## config.mk

```make
export PLATFORM = sky130hd
export DESIGN_NAME = wave_capture
export DESIGN_NICKNAME = d
export VERILOG_FILES = /design/src/rtl/wave_capture.sv
export SDC_FILE = /design/constraint.sdc
export NUM_CORES = 1
export LEC_CHECK = 0
export BUFFER_PORTS_ARGS = -buffer_cell sky130_fd_sc_hd__buf_4
export CAP_MARGIN = 20
export CORE_ASPECT_RATIO = 1.2
export CORE_MARGIN = 5
export CORE_UTILIZATION = 27
export CTS_CLUSTER_SIZE = 40
export DETAILED_ROUTE_END_ITERATION = 10
export PLACE_DENSITY_LB_ADDON = 0.15
export SYNTH_ARGS = -nofsm -noshare
export SYNTH_HDL_FRONTEND = slang
export SYNTH_SLANG_ARGS = --single-unit
```

## constraint.sdc

```tcl
create_clock -name clk -period 2.5 [get_ports clk]
set_input_delay 0.5 -clock clk [delete_from_list [all_inputs] [get_ports clk]]
set_output_delay 0.5 -clock clk [all_outputs]
set_load 0.1 [all_outputs]
```

## src/rtl/wave_capture.sv

```systemverilog
// Captures one window of audio samples, starting at a positive-going zero crossing,
// into the half of a double-buffered display RAM that the display is not reading.
module wave_capture #(
  parameter int ADDR_WIDTH = 8
) (
  input  logic                  clk,
  input  logic                  reset,
  input  logic                  new_sample_ready,
  input  logic [15:0]           new_sample_in,
  input  logic                  wave_display_idle,
  output logic [ADDR_WIDTH:0]   write_address,
  output logic                  write_enable,
  output logic [7:0]            write_sample,
  output logic                  read_index
);

  typedef enum logic [1:0] {
    ST_ARMED,
    ST_ACTIVE,
    ST_WAIT
  } state_t;

  state_t                  state_reg, state_next;
  logic [ADDR_WIDTH-1:0]   count_reg, count_next;
  // Only the sign of the previous sample matters for crossing detection.
  logic                    prev_negative_reg, prev_negative_next;
  logic                    read_index_reg, read_index_next;
  logic [ADDR_WIDTH:0]     address_reg, address_next;
  logic                    enable_reg, enable_next;
  logic [7:0]              sample_reg, sample_next;

  logic                    crossing;
  logic [7:0]              converted;

  assign crossing  = new_sample_ready && prev_negative_reg && !new_sample_in[15];
  assign converted = {~new_sample_in[15], new_sample_in[14:8]};

  always_ff @(posedge clk) begin
    if (reset) begin
      state_reg         <= ST_ARMED;
      count_reg         <= '0;
      prev_negative_reg <= 1'b0;
      read_index_reg    <= 1'b0;
      address_reg       <= '0;
      enable_reg        <= 1'b0;
      sample_reg        <= '0;
    end else begin
      state_reg         <= state_next;
      count_reg         <= count_next;
      prev_negative_reg <= prev_negative_next;
      read_index_reg    <= read_index_next;
      address_reg       <= address_next;
      enable_reg        <= enable_next;
      sample_reg        <= sample_next;
    end
  end

  always_comb begin
    state_next         = state_reg;
    count_next         = count_reg;
    read_index_next    = read_index_reg;
    address_next       = address_reg;
    enable_next        = 1'b0;
    sample_next        = sample_reg;
    prev_negative_next = new_sample_ready ? new_sample_in[15] : prev_negative_reg;

    case (state_reg)
      ST_ARMED: begin
        if (crossing) begin
          enable_next  = 1'b1;
          address_next = {~read_index_reg, {ADDR_WIDTH{1'b0}}};
          sample_next  = converted;
          count_next   = ADDR_WIDTH'(1);
          state_next   = ST_ACTIVE;
        end
      end
      ST_ACTIVE: begin
        if (new_sample_ready) begin
          enable_next  = 1'b1;
          address_next = {~read_index_reg, count_reg};
          sample_next  = converted;
          count_next   = count_reg + ADDR_WIDTH'(1);
          // Last offset of the window: count wraps to zero on its own.
          if (count_reg == {ADDR_WIDTH{1'b1}}) begin
            state_next = ST_WAIT;
          end
        end
      end
      ST_WAIT: begin
        if (wave_display_idle) begin
          read_index_next = ~read_index_reg;
          state_next      = ST_ARMED;
        end
      end
      default: begin
        state_next = ST_ARMED;
      end
    endcase
  end

  assign write_address = address_reg;
  assign write_enable  = enable_reg;
  assign write_sample  = sample_reg;
  assign read_index    = read_index_reg;

endmodule

```

==> flow_summary.toml <==
[synth]
async_flop_share = 0
ys_types = 31
netlist_area_um2 = 1230
ys_seq_area_frac = 0.4883
postSynthAreaPerCell_um2 = 8.661
ys_warn_count = 0
synth_top_flop_cell = "dfxtp_1"
synth_edf_count = 0
syn_nets = 163
syn_inst = 142
yosys_register_bits = 30

[die]
die-area_um2 = 6011
io_pins = 39
die_w_um = 71.61
core_area_um2 = 4493
initial_core_util = 0.2737
rows = 27
die_h_um = 83.94

[timing]
hold_viol = 0
period_share = 0.6946
fin_skew_ns = 0.004051
tns_ns = 0
timing.fmax_mhz = 575.9
worst_slack_ns = 0.7635
report.final.slew_viol_count = 0
fin_crit_ns = 1.736
max-slew-margin-rel = 0.5373
finalSetupViolCount = 0
rsz0062_at_grt = "no"
tightest_slew_ns = 0.6926

[final_layout]
largest_reg_flops = 9
fin_area_um2 = 1563
nets = 191
finalNonFillerCells = 229
area_delta_synth_final_pct = 27.06
drive_gt1_frac = 0.2456
antennaDiodeCount = 0

[job]
max-cap-violations = 0

[clock_tree]
cts_tree = "yes"
cts-htree-levels = 2
clk-insertion-delay-late_ns = 0.27
clkSinkCount = 30
cts_root_buf = "clkbuf_8"
cts_resized = 0
cts_buffers = 5
clk_pin_slew_ns = 0.06
post_cts_buffers = 0
clockBufferDepth = 2
cts_hold_buf = 0

[critical_path]
cp.arrival_ns = 1.88
required_ns = 2.64
r2r_slack_ns = 0.76
cp-start-kind = "flop"
r2r-start = "state_reg[0]"
max_stage_delay_ns = 0.67
path_class = "flop to flop"
cp-startpoint = "state_reg[0]"
path_cells = "nor2b_1, nand3_1, nand2_1, a21oi_1"
path_max_fanout = 16
critical_path.endpoint_type = "flop"
cpMaxStageDelayCell = "dfxtp_1"
reg2reg_depth = 4

[drt]
wire_per_inst_um = 12.08
wirelength_mm = 2.767
wl_met2_mm = 1.272
vias = 1044
route.detailed.drc = 0
m1WireLength_mm = 1.238
routed.top_layer = "met4"
postRouteAntennaNets = 0
drtIter0Drc = 36
routed_via_density = 4.559
dr.pass1.iters = 4
route.met3.wl_um = 225

[placed_design]
place.gp.congestion = 0.8181
place_area_um2 = 1471
placed_cells = 221
place_worst_setup_slack_ns = 0.6407
dp_hpwl_mm = 1.917
port_buffers = 30

[min_path]
hold_depth = 2
holdCritStartpoint = "write_address[1]"
hold_path.class = "flop to flop"

[global_routing]
grt_pass1_vias = 1060
grt_overflow_total = 0
antenna_found_initial = 0
grt_usage = 0.1007
grt_max_degree = 26
grt_pass1_wl_mm = 4.857

[run_status]
status = "finished clean"

[power_and_ir_drop]
peakVddDrop_mv = 0.3369
p_per_area_nw_per_um2 = 620.6
p_leak_nw = 0.5847
## critical path, delay by kind of cell (launching register included)
| family | cells | cell delay [ns] |
|---|---|---|
| AND/OR/NAND/NOR | 3 | 0.88 |
| AO/OA/AOI/OAI | 1 | 0.05 |
| flip-flops | 1 | 0.67 |
## placed cells by master, fill, tap and decap left out, types with 2 or more instances in the layout
cell	instances
nor2_1	10
o2111ai_1	3
buf_4	32
nor2b_1	2
nand2_1	27
a211oi_1	2
dfxtp_1	30
nand3_1	11
and2_1	2
a21oi_1	21
o21ai_0	2
xor2_1	4
or3_1	2
clkbuf_8	6
## path summary, 6_finish.rpt
path,to
max,count_reg[2]
min,write_address[1]
max reg2reg,count_reg[2]
min reg2reg,write_address[1]
## kinds of logic (layout without fill, tap and decap cells)
logic type / count (synthesis) / after routing / synth area share
muxes: 1 / 1 / 0.008139
xor gates and xnor gates: 4 / 4 / 0.02848
buffers and inverters: 11 / 40 / 0.05798
adders and majority gates: 1 / 1 / 0.01017
and+or+nand+nor: 61 / 61 / 0.2289
DFF: 30 / 30 / 0.4883
AOI/OAI and AO/OA: 34 / 34 / 0.1780
## power breakdown
group	switching [mW]	leakage, nW	internal (mW)	total, mW
Clock	0.166	0.0482	0.221	0.387
Sequential	0.00573	0.242	0.485	0.491
Combinational	0.0644	0.294	0.0273	0.0917
## layer usage
metal,vias up,GRT usage
met1,470,0.1211
met4,0,0.03590
met5,-,0
met3,4,0.04217
met2,30,0.1589
li1,540,-
## metrics by stage
step / util / total power, mW / hold slack [ns]
2_1_floorplan: - / 0.5688 / 0.4512
3_3_place_gp: 0.3275 / 0.5938 / 0.4422
3_5_place_dp: 0.3275 / 0.5949 / 0.4468
4_1_cts: 0.3478 / 0.9916 / 0.4554
5_1_grt: 0.3478 / 1.018 / 0.4605
6_report: 0.3478 / 0.9698 / 0.4499
## cell usage after synthesis (2+ instances only)
cell type,n,share of area
dfxtp_1,30,0.49
nand2_1,27,0.082
a21oi_1,21,0.085
nand3_1,11,0.045
nor2_1,10,0.031
clkbuf_1,4,0.012
xor2_1,4,0.028
buf_2,3,0.012
buf_6,3,0.027
o2111ai_1,3,0.021
a211oi_1,2,0.012
and2_1,2,0.010
nor2b_1,2,0.010
o21ai_0,2,0.0081
or3_1,2,0.010
## cell type report
cell class,count,area (µm²)
Timing Repair Buffer,32,240.2
Tap cell,58,72.57
Fill cell,483,2930
Clock inverter,1,5.005
Sequential cell,30,600.6
Multi-Input combinational cell,101,558.0
Clock buffer,7,86.33
No activity file was read; power rests on OpenSTA's default activity.
